[src/rtl/data_memory_pipe_pkg.sv]
// Shared types and constants for the MEM-stage data memory:
// FSM state encoding, latency bound and the response record.
package data_mem_pkg;

    typedef enum logic {
        ST_INIT,
        ST_IDLE
    } mem_state_t;

    localparam int MAX_READ_LAT = 4;
    localparam int MAX_DATA_W   = 64;

    // Data field is sized for the widest supported word; narrower
    // instances zero-extend on entry and slice on exit.
    typedef struct packed {
        logic                  valid;
        logic                  err;
        logic [MAX_DATA_W-1:0] data;
    } mem_resp_t;

endpackage

[src/rtl/data_memory_pipe_if.sv]
// Request/response bus between the MEM stage and the data memory.
interface data_memory_pipe_if #(
    parameter int DATA_W = 32,
    parameter int ADDR_W = 32
) ();

    logic                  req_valid;
    logic                  req_ready;
    logic                  mem_read;
    logic                  mem_write;
    logic [DATA_W/8-1:0]   byte_en;
    logic [ADDR_W-1:0]     mem_address;
    logic [DATA_W-1:0]     write_data;
    logic                  resp_valid;
    logic [DATA_W-1:0]     read_data;
    logic                  resp_err;

    modport master (
        output req_valid, mem_read, mem_write, byte_en, mem_address, write_data,
        input  req_ready, resp_valid, read_data, resp_err
    );

    modport slave (
        input  req_valid, mem_read, mem_write, byte_en, mem_address, write_data,
        output req_ready, resp_valid, read_data, resp_err
    );

endinterface

[src/rtl/data_memory_pipe_resp_pipe.sv]
// Fixed-depth response shift register; clearing it on reset drops every
// in-flight response at once.
module mem_resp_pipe
    import data_mem_pkg::*;
#(
    parameter int LAT = 2
) (
    input  logic      clk,
    input  logic      reset,
    input  mem_resp_t resp_in,
    output mem_resp_t resp_out
);

    mem_resp_t stage_q [LAT];

    always_ff @(posedge clk or negedge reset) begin
        if (!reset) begin
            for (int i = 0; i < LAT; i++) begin
                stage_q[i] <= '0;
            end
        end else begin
            // NOTE: non-blocking assignments make every stage read its
            // predecessor's old value, so the loop order does not matter.
            stage_q[0] <= resp_in;
            for (int i = 1; i < LAT; i++) begin
                stage_q[i] <= stage_q[i-1];
            end
        end
    end

    assign resp_out = stage_q[LAT-1];

endmodule

[src/rtl/data_memory_pipe.sv]
// Word-addressed data memory with byte-lane writes, valid/ready requests,
// fixed read latency and a post-reset self-initialisation sequencer.
module data_memory_pipe
    import data_mem_pkg::*;
#(
    parameter int                DATA_W     = 32,
    parameter int                DEPTH      = 16,
    parameter int                ADDR_W     = 32,
    parameter int                READ_LAT   = 2,
    parameter logic [DATA_W-1:0] INIT_VALUE = '0
) (
    input  logic               clk,
    input  logic               reset,
    data_memory_pipe_if.slave  bus,
    output logic               init_done
);

    localparam int LANES = DATA_W / 8;
    localparam int IDX_W = (DEPTH > 1) ? $clog2(DEPTH) : 1;

    if ((DATA_W % 8) != 0 || DATA_W > MAX_DATA_W || DEPTH < 1 ||
        READ_LAT < 1 || READ_LAT > MAX_READ_LAT) begin : g_bad_param
        $error("data_memory_pipe: unsupported parameter combination");
    end

    mem_state_t       state_q, state_d;
    logic [IDX_W-1:0] init_cnt_q, init_cnt_d;
    logic             ready;

    always_ff @(posedge clk or negedge reset) begin
        if (!reset) begin
            state_q    <= ST_INIT;
            init_cnt_q <= '0;
        end else begin
            state_q    <= state_d;
            init_cnt_q <= init_cnt_d;
        end
    end

    always_comb begin
        // NOTE: every output of this block gets a default first, so no path
        // through the case can leave one unassigned and infer a latch.
        state_d    = state_q;
        init_cnt_d = init_cnt_q;
        ready      = 1'b0;
        unique case (state_q)
            ST_INIT: begin
                init_cnt_d = init_cnt_q + 1'b1;
                if (init_cnt_q == IDX_W'(DEPTH - 1)) begin
                    state_d    = ST_IDLE;
                    init_cnt_d = '0;
                end
            end
            ST_IDLE: ready = 1'b1;
            default: state_d = ST_INIT;
        endcase
    end

    assign bus.req_ready = ready;
    assign init_done     = ready;

    logic             accept, addr_ok, is_rd, is_wr, do_read, do_write;
    logic [IDX_W-1:0] idx;

    assign accept   = bus.req_valid && ready;
    assign addr_ok  = bus.mem_address < ADDR_W'(DEPTH);
    assign idx      = bus.mem_address[IDX_W-1:0];
    assign is_rd    = bus.mem_read && !bus.mem_write;
    assign is_wr    = bus.mem_write && !bus.mem_read;
    assign do_read  = accept && is_rd && addr_ok;
    assign do_write = accept && is_wr && addr_ok;

    logic [DATA_W-1:0] mem [DEPTH];

    // NOTE: the storage array has no reset; the init sequencer rewrites it
    // after every reset, which keeps it mappable onto plain RAM.
    always_ff @(posedge clk) begin
        if (state_q == ST_INIT) begin
            mem[init_cnt_q] <= INIT_VALUE;
        end else if (do_write) begin
            for (int i = 0; i < LANES; i++) begin
                if (bus.byte_en[i]) begin
                    mem[idx][8*i +: 8] <= bus.write_data[8*i +: 8];
                end
            end
        end
    end

    mem_resp_t resp_d, resp_q;

    // Reads sample the array before this edge's update; a read never
    // shares an edge with a write, so that is always the current word.
    always_comb begin
        resp_d       = '0;
        resp_d.valid = accept;
        resp_d.err   = accept && !(addr_ok && (is_rd || is_wr));
        if (do_read) begin
            resp_d.data = MAX_DATA_W'(mem[idx]);
        end
    end

    mem_resp_pipe #(
        .LAT (READ_LAT)
    ) u_resp_pipe (
        .clk      (clk),
        .reset    (reset),
        .resp_in  (resp_d),
        .resp_out (resp_q)
    );

    assign bus.resp_valid = resp_q.valid;
    assign bus.resp_err   = resp_q.err;
    assign bus.read_data  = resp_q.data[DATA_W-1:0];

    if (DATA_W < MAX_DATA_W) begin : g_pad
        logic unused_pad;
        assign unused_pad = |resp_q.data[MAX_DATA_W-1:DATA_W];
    end

endmodule

[src/flat_wrapper.sv]
// flat-port wrapper written by rule: the top's interface ports become plain ports
module data_memory_pipe_flat import data_mem_pkg::*;
#(
    parameter int                DATA_W     = 32,
    parameter int                DEPTH      = 16,
    parameter int                ADDR_W     = 32,
    parameter int                READ_LAT   = 2,
    parameter logic [DATA_W-1:0] INIT_VALUE = '0
)
  (clk, reset, init_done, bus_req_valid, bus_mem_read, bus_mem_write, bus_byte_en, bus_mem_address, bus_write_data, bus_req_ready, bus_resp_valid, bus_read_data, bus_resp_err);
  data_memory_pipe_if #(.DATA_W(DATA_W), .ADDR_W(ADDR_W)) bus_i ();
  input  logic clk;
  input  logic reset;
  output logic init_done;
  input wire logic [$bits(bus_i.req_valid)-1:0] bus_req_valid;
  input wire logic [$bits(bus_i.mem_read)-1:0] bus_mem_read;
  input wire logic [$bits(bus_i.mem_write)-1:0] bus_mem_write;
  input wire logic [$bits(bus_i.byte_en)-1:0] bus_byte_en;
  input wire logic [$bits(bus_i.mem_address)-1:0] bus_mem_address;
  input wire logic [$bits(bus_i.write_data)-1:0] bus_write_data;
  output wire logic [$bits(bus_i.req_ready)-1:0] bus_req_ready;
  output wire logic [$bits(bus_i.resp_valid)-1:0] bus_resp_valid;
  output wire logic [$bits(bus_i.read_data)-1:0] bus_read_data;
  output wire logic [$bits(bus_i.resp_err)-1:0] bus_resp_err;
  assign bus_i.req_valid = bus_req_valid;
  assign bus_i.mem_read = bus_mem_read;
  assign bus_i.mem_write = bus_mem_write;
  assign bus_i.byte_en = bus_byte_en;
  assign bus_i.mem_address = bus_mem_address;
  assign bus_i.write_data = bus_write_data;
  assign bus_req_ready = bus_i.req_ready;
  assign bus_resp_valid = bus_i.resp_valid;
  assign bus_read_data = bus_i.read_data;
  assign bus_resp_err = bus_i.resp_err;
  data_memory_pipe #(.DATA_W(DATA_W), .DEPTH(DEPTH), .ADDR_W(ADDR_W), .READ_LAT(READ_LAT), .INIT_VALUE(INIT_VALUE)) u_core (.clk(clk), .reset(reset), .bus(bus_i), .init_done(init_done));
endmodule
[config.mk]
export PLATFORM = sky130hd
export DESIGN_NAME = data_memory_pipe_flat
export DESIGN_NICKNAME = d
export VERILOG_FILES = /design/src/rtl/data_memory_pipe_pkg.sv /design/src/rtl/data_memory_pipe_if.sv /design/src/rtl/data_memory_pipe_resp_pipe.sv /design/src/rtl/data_memory_pipe.sv /design/src/flat_wrapper.sv
export SDC_FILE = /design/constraint.sdc
export NUM_CORES = 1
export LEC_CHECK = 0
export BUFFER_PORTS_ARGS = -buffer_cell sky130_fd_sc_hd__buf_2
export CAP_MARGIN = 30
export CORE_ASPECT_RATIO = 0.9
export CORE_MARGIN = 2
export CORE_UTILIZATION = 61
export DETAILED_ROUTE_END_ITERATION = 7
export PLACE_DENSITY_LB_ADDON = 0.25
export SETUP_SLACK_MARGIN = 0.4
export SKIP_CTS_REPAIR_TIMING = 1
export SLEW_MARGIN = 10
export SYNTH_ARGS = -nofsm -noshare
export SYNTH_HDL_FRONTEND = slang
export SYNTH_SLANG_ARGS = --single-unit
[constraint.sdc]
create_clock -name clk -period 3.13 [get_ports clk]
set_input_delay 0.1565 -clock clk [delete_from_list [all_inputs] [get_ports clk]]
set_output_delay 0.1565 -clock clk [all_outputs]
set_load 0.01 [all_outputs]
==> impl_metrics.env <==
export IMPL_postSynthAreaPerCell_um2=17.54
export IMPL_grtUsageTotal_pct=26.77
export IMPL_timing_clock_skew_ns=0.02711
export IMPL_r2r_cells=5
export IMPL_effective_utilization_at_floorplan_pct=61.45
export IMPL_drt_pre_antenna_iters=6
export IMPL_core_area_um2=38120
export IMPL_regToRegStartpoint="u_core.init_cnt_q[1]$_DFFE_PN0N_"
export IMPL_first_iter_violations=1233
export IMPL_synth_net_count=1411
export IMPL_core_rowCount=68
export IMPL_clock_latency_on_the_worst_skew_pair_ns=0.60
export IMPL_grt_antenna_before_repair=0
export IMPL_finalSetupViolCount=0
export IMPL_dpl_hpwl_um=32230
export IMPL_sequential_cell_area_um2=17200
export IMPL_place_gp_congestion=0.9307
export IMPL_fmax_mhz=396.5
export IMPL_report_power_total_mw=15.69
export IMPL_worst_r2r_endpoint="u_core.mem[2][3]$_DFFE_PP_"
export IMPL_cpPeakStageDelay_ns=0.70
export IMPL_count_of_vias_placed_by_the_detailed_router=12630
export IMPL_synth_top_cell_area_share_pct=65.64
export IMPL_post_synth_top_area_cell="edfxtp_1"
export IMPL_max_slew_margin_pct=38.39
export IMPL_yosys_register_bits=585
export IMPL_dieWidth_um=210.6
export IMPL_worstHoldPathType="primary input to flop"
export IMPL_num_antenna_cells=0
export IMPL_setup_tns_final_ns=0
export IMPL_vdd_ir_drop_max_mv=0.6347
export IMPL_count_of_port_buffers_added_during_placement=108
export IMPL_die_h_um=189.9
export IMPL_final_net_count=1552
export IMPL_worstPathRequired_ns=3.42
export IMPL_worst_slew_pin_transition_ns=0.9232
export IMPL_p_per_area_nw_per_um2=592.8
export IMPL_leading_cell_types_in_the_layout_fill_and_taps_excluded="edfxtp_1, mux2i_1, buf_2"
export IMPL_via_density_per_instance=6.277
export IMPL_syn2layout_area_growth_pct=12.98
export IMPL_grt_max_degree=70
export IMPL_clk_path_buf_depth=3
export IMPL_data_arrival_time_of_the_critical_path_ns=2.81
export IMPL_rrSetupSlack_ns=0.61
export IMPL_setup_worst_path_start_class="flop"
export IMPL_synth_cell_type_count=46
export IMPL_period_share_pct=80.58
export IMPL_drc=0
export IMPL_avg_wl_per_cell_um=26.05
export IMPL_final_max_slew_violation_count=0
export IMPL_fraction_of_layout_instances_using_a_drive_strength_above_1_pct=24.44
export IMPL_run_status="completed"
export IMPL_netlist_top_cells_area="edfxtp_1, dfrtp_1, mux4_2"
export IMPL_synthesis_instances=1335
export IMPL_synthesis_area_um2=23420
export IMPL_cell_chain_critical_path="or3b_4 > o221ai_1 > nand3_1 > a21oi_1 > buf_4"
export IMPL_antenna_violating_nets_post_route=0
export IMPL_final_fill_count=2474
export IMPL_max_cap_viol_count=0
export IMPL_leakage_nw=10.44
export IMPL_globalRouteOverflowTotal=0
export IMPL_min_delay_path_depth=4
export IMPL_worst_setup_path_end_kind="flop"
export IMPL_design_portCount=109
export IMPL_cts_tree="yes"
export IMPL_htree_num_levels=2
export IMPL_clkSlewWorstSetupHoldPaths_ns=0.06
export IMPL_clock_root_buffer="clkbuf_16"
export IMPL_hold_path_startpoint="bus_mem_write"
export IMPL_cp_max_fo=12
export IMPL_grt_setup_unrepaired="no"
export IMPL_finalCriticalPeriod_ns=2.522
export IMPL_synth_warning_count=0
export IMPL_first_global_vias=12450
export IMPL_global_route_wire_length_before_repair_um=77800
export IMPL_layout_commonest_cell="edfxtp_1"
export IMPL_report_final_hold_viol_count=0
export IMPL_routed_wl_um=52420
export IMPL_cts_sink_count=585
export IMPL_startpoint_to_endpoint_class_of_the_critical_path="flop to flop"
export IMPL_floorplan_die_area_um2=39980
export IMPL_multi_input_area_um2=5468
export IMPL_cts_inserted_buffers=55
export IMPL_whs_endpoint="u_core.u_resp_pipe.stage_q[130]$_DFF_PN0_"
export IMPL_timing_critical_path_slowest_stage_cell="o221ai_1"
export IMPL_seq_area_frac_synth_pct=73.44
==> final cells by class <==
class	instances	share of cell area, %
clock buffers	77	5.858
clock inverters	26	1.201
inverters	2	0.02837
multi-input cells	631	20.66
flip-flops and latches	585	65.01
well taps	490	2.317
repair buffers	201	4.927
==> registers in the layout (all words and copies together), names as in the netlist <==
register and flops:
u_core.u_resp_pipe.stage_q 34, u_core.state_q 1, u_core.mem 512, u_core.u_resp_pipe.resp_out 34
u_core.init_cnt_q 4
==> synthesized netlist by cell type, drive strengths merged <==
cell / count
a22oi: 95
or2: 5
nand4: 2
mux4: 64
a21oi: 97
nor4: 8
nand3b: 1
xnor2: 1
nand3: 97
edfxtp: 512
ha: 3
nand2: 23
nor2: 6
clkbuf: 29
buf: 88
dfrtp: 73
nand2b: 14
inv: 2
or3b: 2
and2: 35
and4: 1
or3: 1
and3: 2
mux2i: 129
nor3b: 2
nor2b: 5
or4: 1
o21a: 1
a21o: 1
mux2: 1
o21ai: 18
o221ai: 16
==> how the worst max path moves through the flow <==
| stage | start | to | slack, ns | depth (start not counted) |
|---|---|---|---|---|
| finish | u_core.init_cnt_q[1]$_DFFE_PN0N_ | u_core.mem[2][3]$_DFFE_PP_ | 0.61 | 5 |
| CTS | u_core.init_cnt_q[1]$_DFFE_PN0N_ | u_core.mem[2][3]$_DFFE_PP_ | 0.69 | 5 |
| detailed placement | bus_byte_en[2] | u_core.mem[2][4]$_DFFE_PP_ | 0.66 | 6 |
| global placement | bus_byte_en[2] | u_core.mem[3][26]$_DFFE_PP_ | 0.67 | 6 |
| floorplan | u_core.state_q$_DFF_PN0_ | u_core.mem[5][16]$_DFFE_PP_ | 0.93 | 4 |
| global route | u_core.init_cnt_q[1]$_DFFE_PN0N_ | u_core.mem[2][12]$_DFFE_PP_ | 0.53 | 5 |
==> critical path: cells and delay by family, from the launching register on <==
| family | cells | cell delay (ns) |
|---|---|---|
| AO/OA/AOI/OAI | 2 | 0.87 |
| buffers and inverters | 1 | 0.21 |
| AND/OR/NAND/NOR | 2 | 0.60 |
| flip-flops | 1 | 0.52 |
==> routing by layer <==
| metal | GRT usage (%) | share of wire, % |
|---|---|---|
| met1 | 39.73 | 44 |
| met4 | 7.584 | 2.1 |
| met5 | 0 | 0 |
| met3 | 5.332 | 7.4 |
| met2 | 41.24 | 47 |
==> logic make-up after synthesis <==
logic type	Yosys count	synth area share (%)
AOI/OAI and AO/OA	228	6.485
and+or+nand+nor	205	4.802
xor gates and xnor gates	1	0.03740
buffers and inverters	119	3.360
DFF	585	73.44
adders and majority gates	3	0.1603
muxes	194	11.71
==> power by group <==
group          switching, mW  internal [mW]
clock network           2.79           4.03
registers           0.000839           8.37
logic                  0.305          0.191
==> through the flow <==
stage / util (%) / instance area, um^2 / hold slack (ns) / setup WS [ns] / std cells
5_1_grt: 69.42 / 26460 / 0.01892 / 0.5330 / 2012
3_3_place_gp: 64.40 / 24550 / 0.2793 / 0.6684 / 1905
3_5_place_dp: 64.40 / 24550 / 0.2867 / 0.6574 / 1905
4_1_cts: 69.30 / 26420 / -0.3489 / 0.6860 / 2008
2_1_floorplan: - / 23420 / -0.1391 / 0.9304 / 1335
6_report: 69.42 / 26460 / 0.007901 / 0.6079 / 2012
Note: power is estimated with default switching activity, not from simulation.
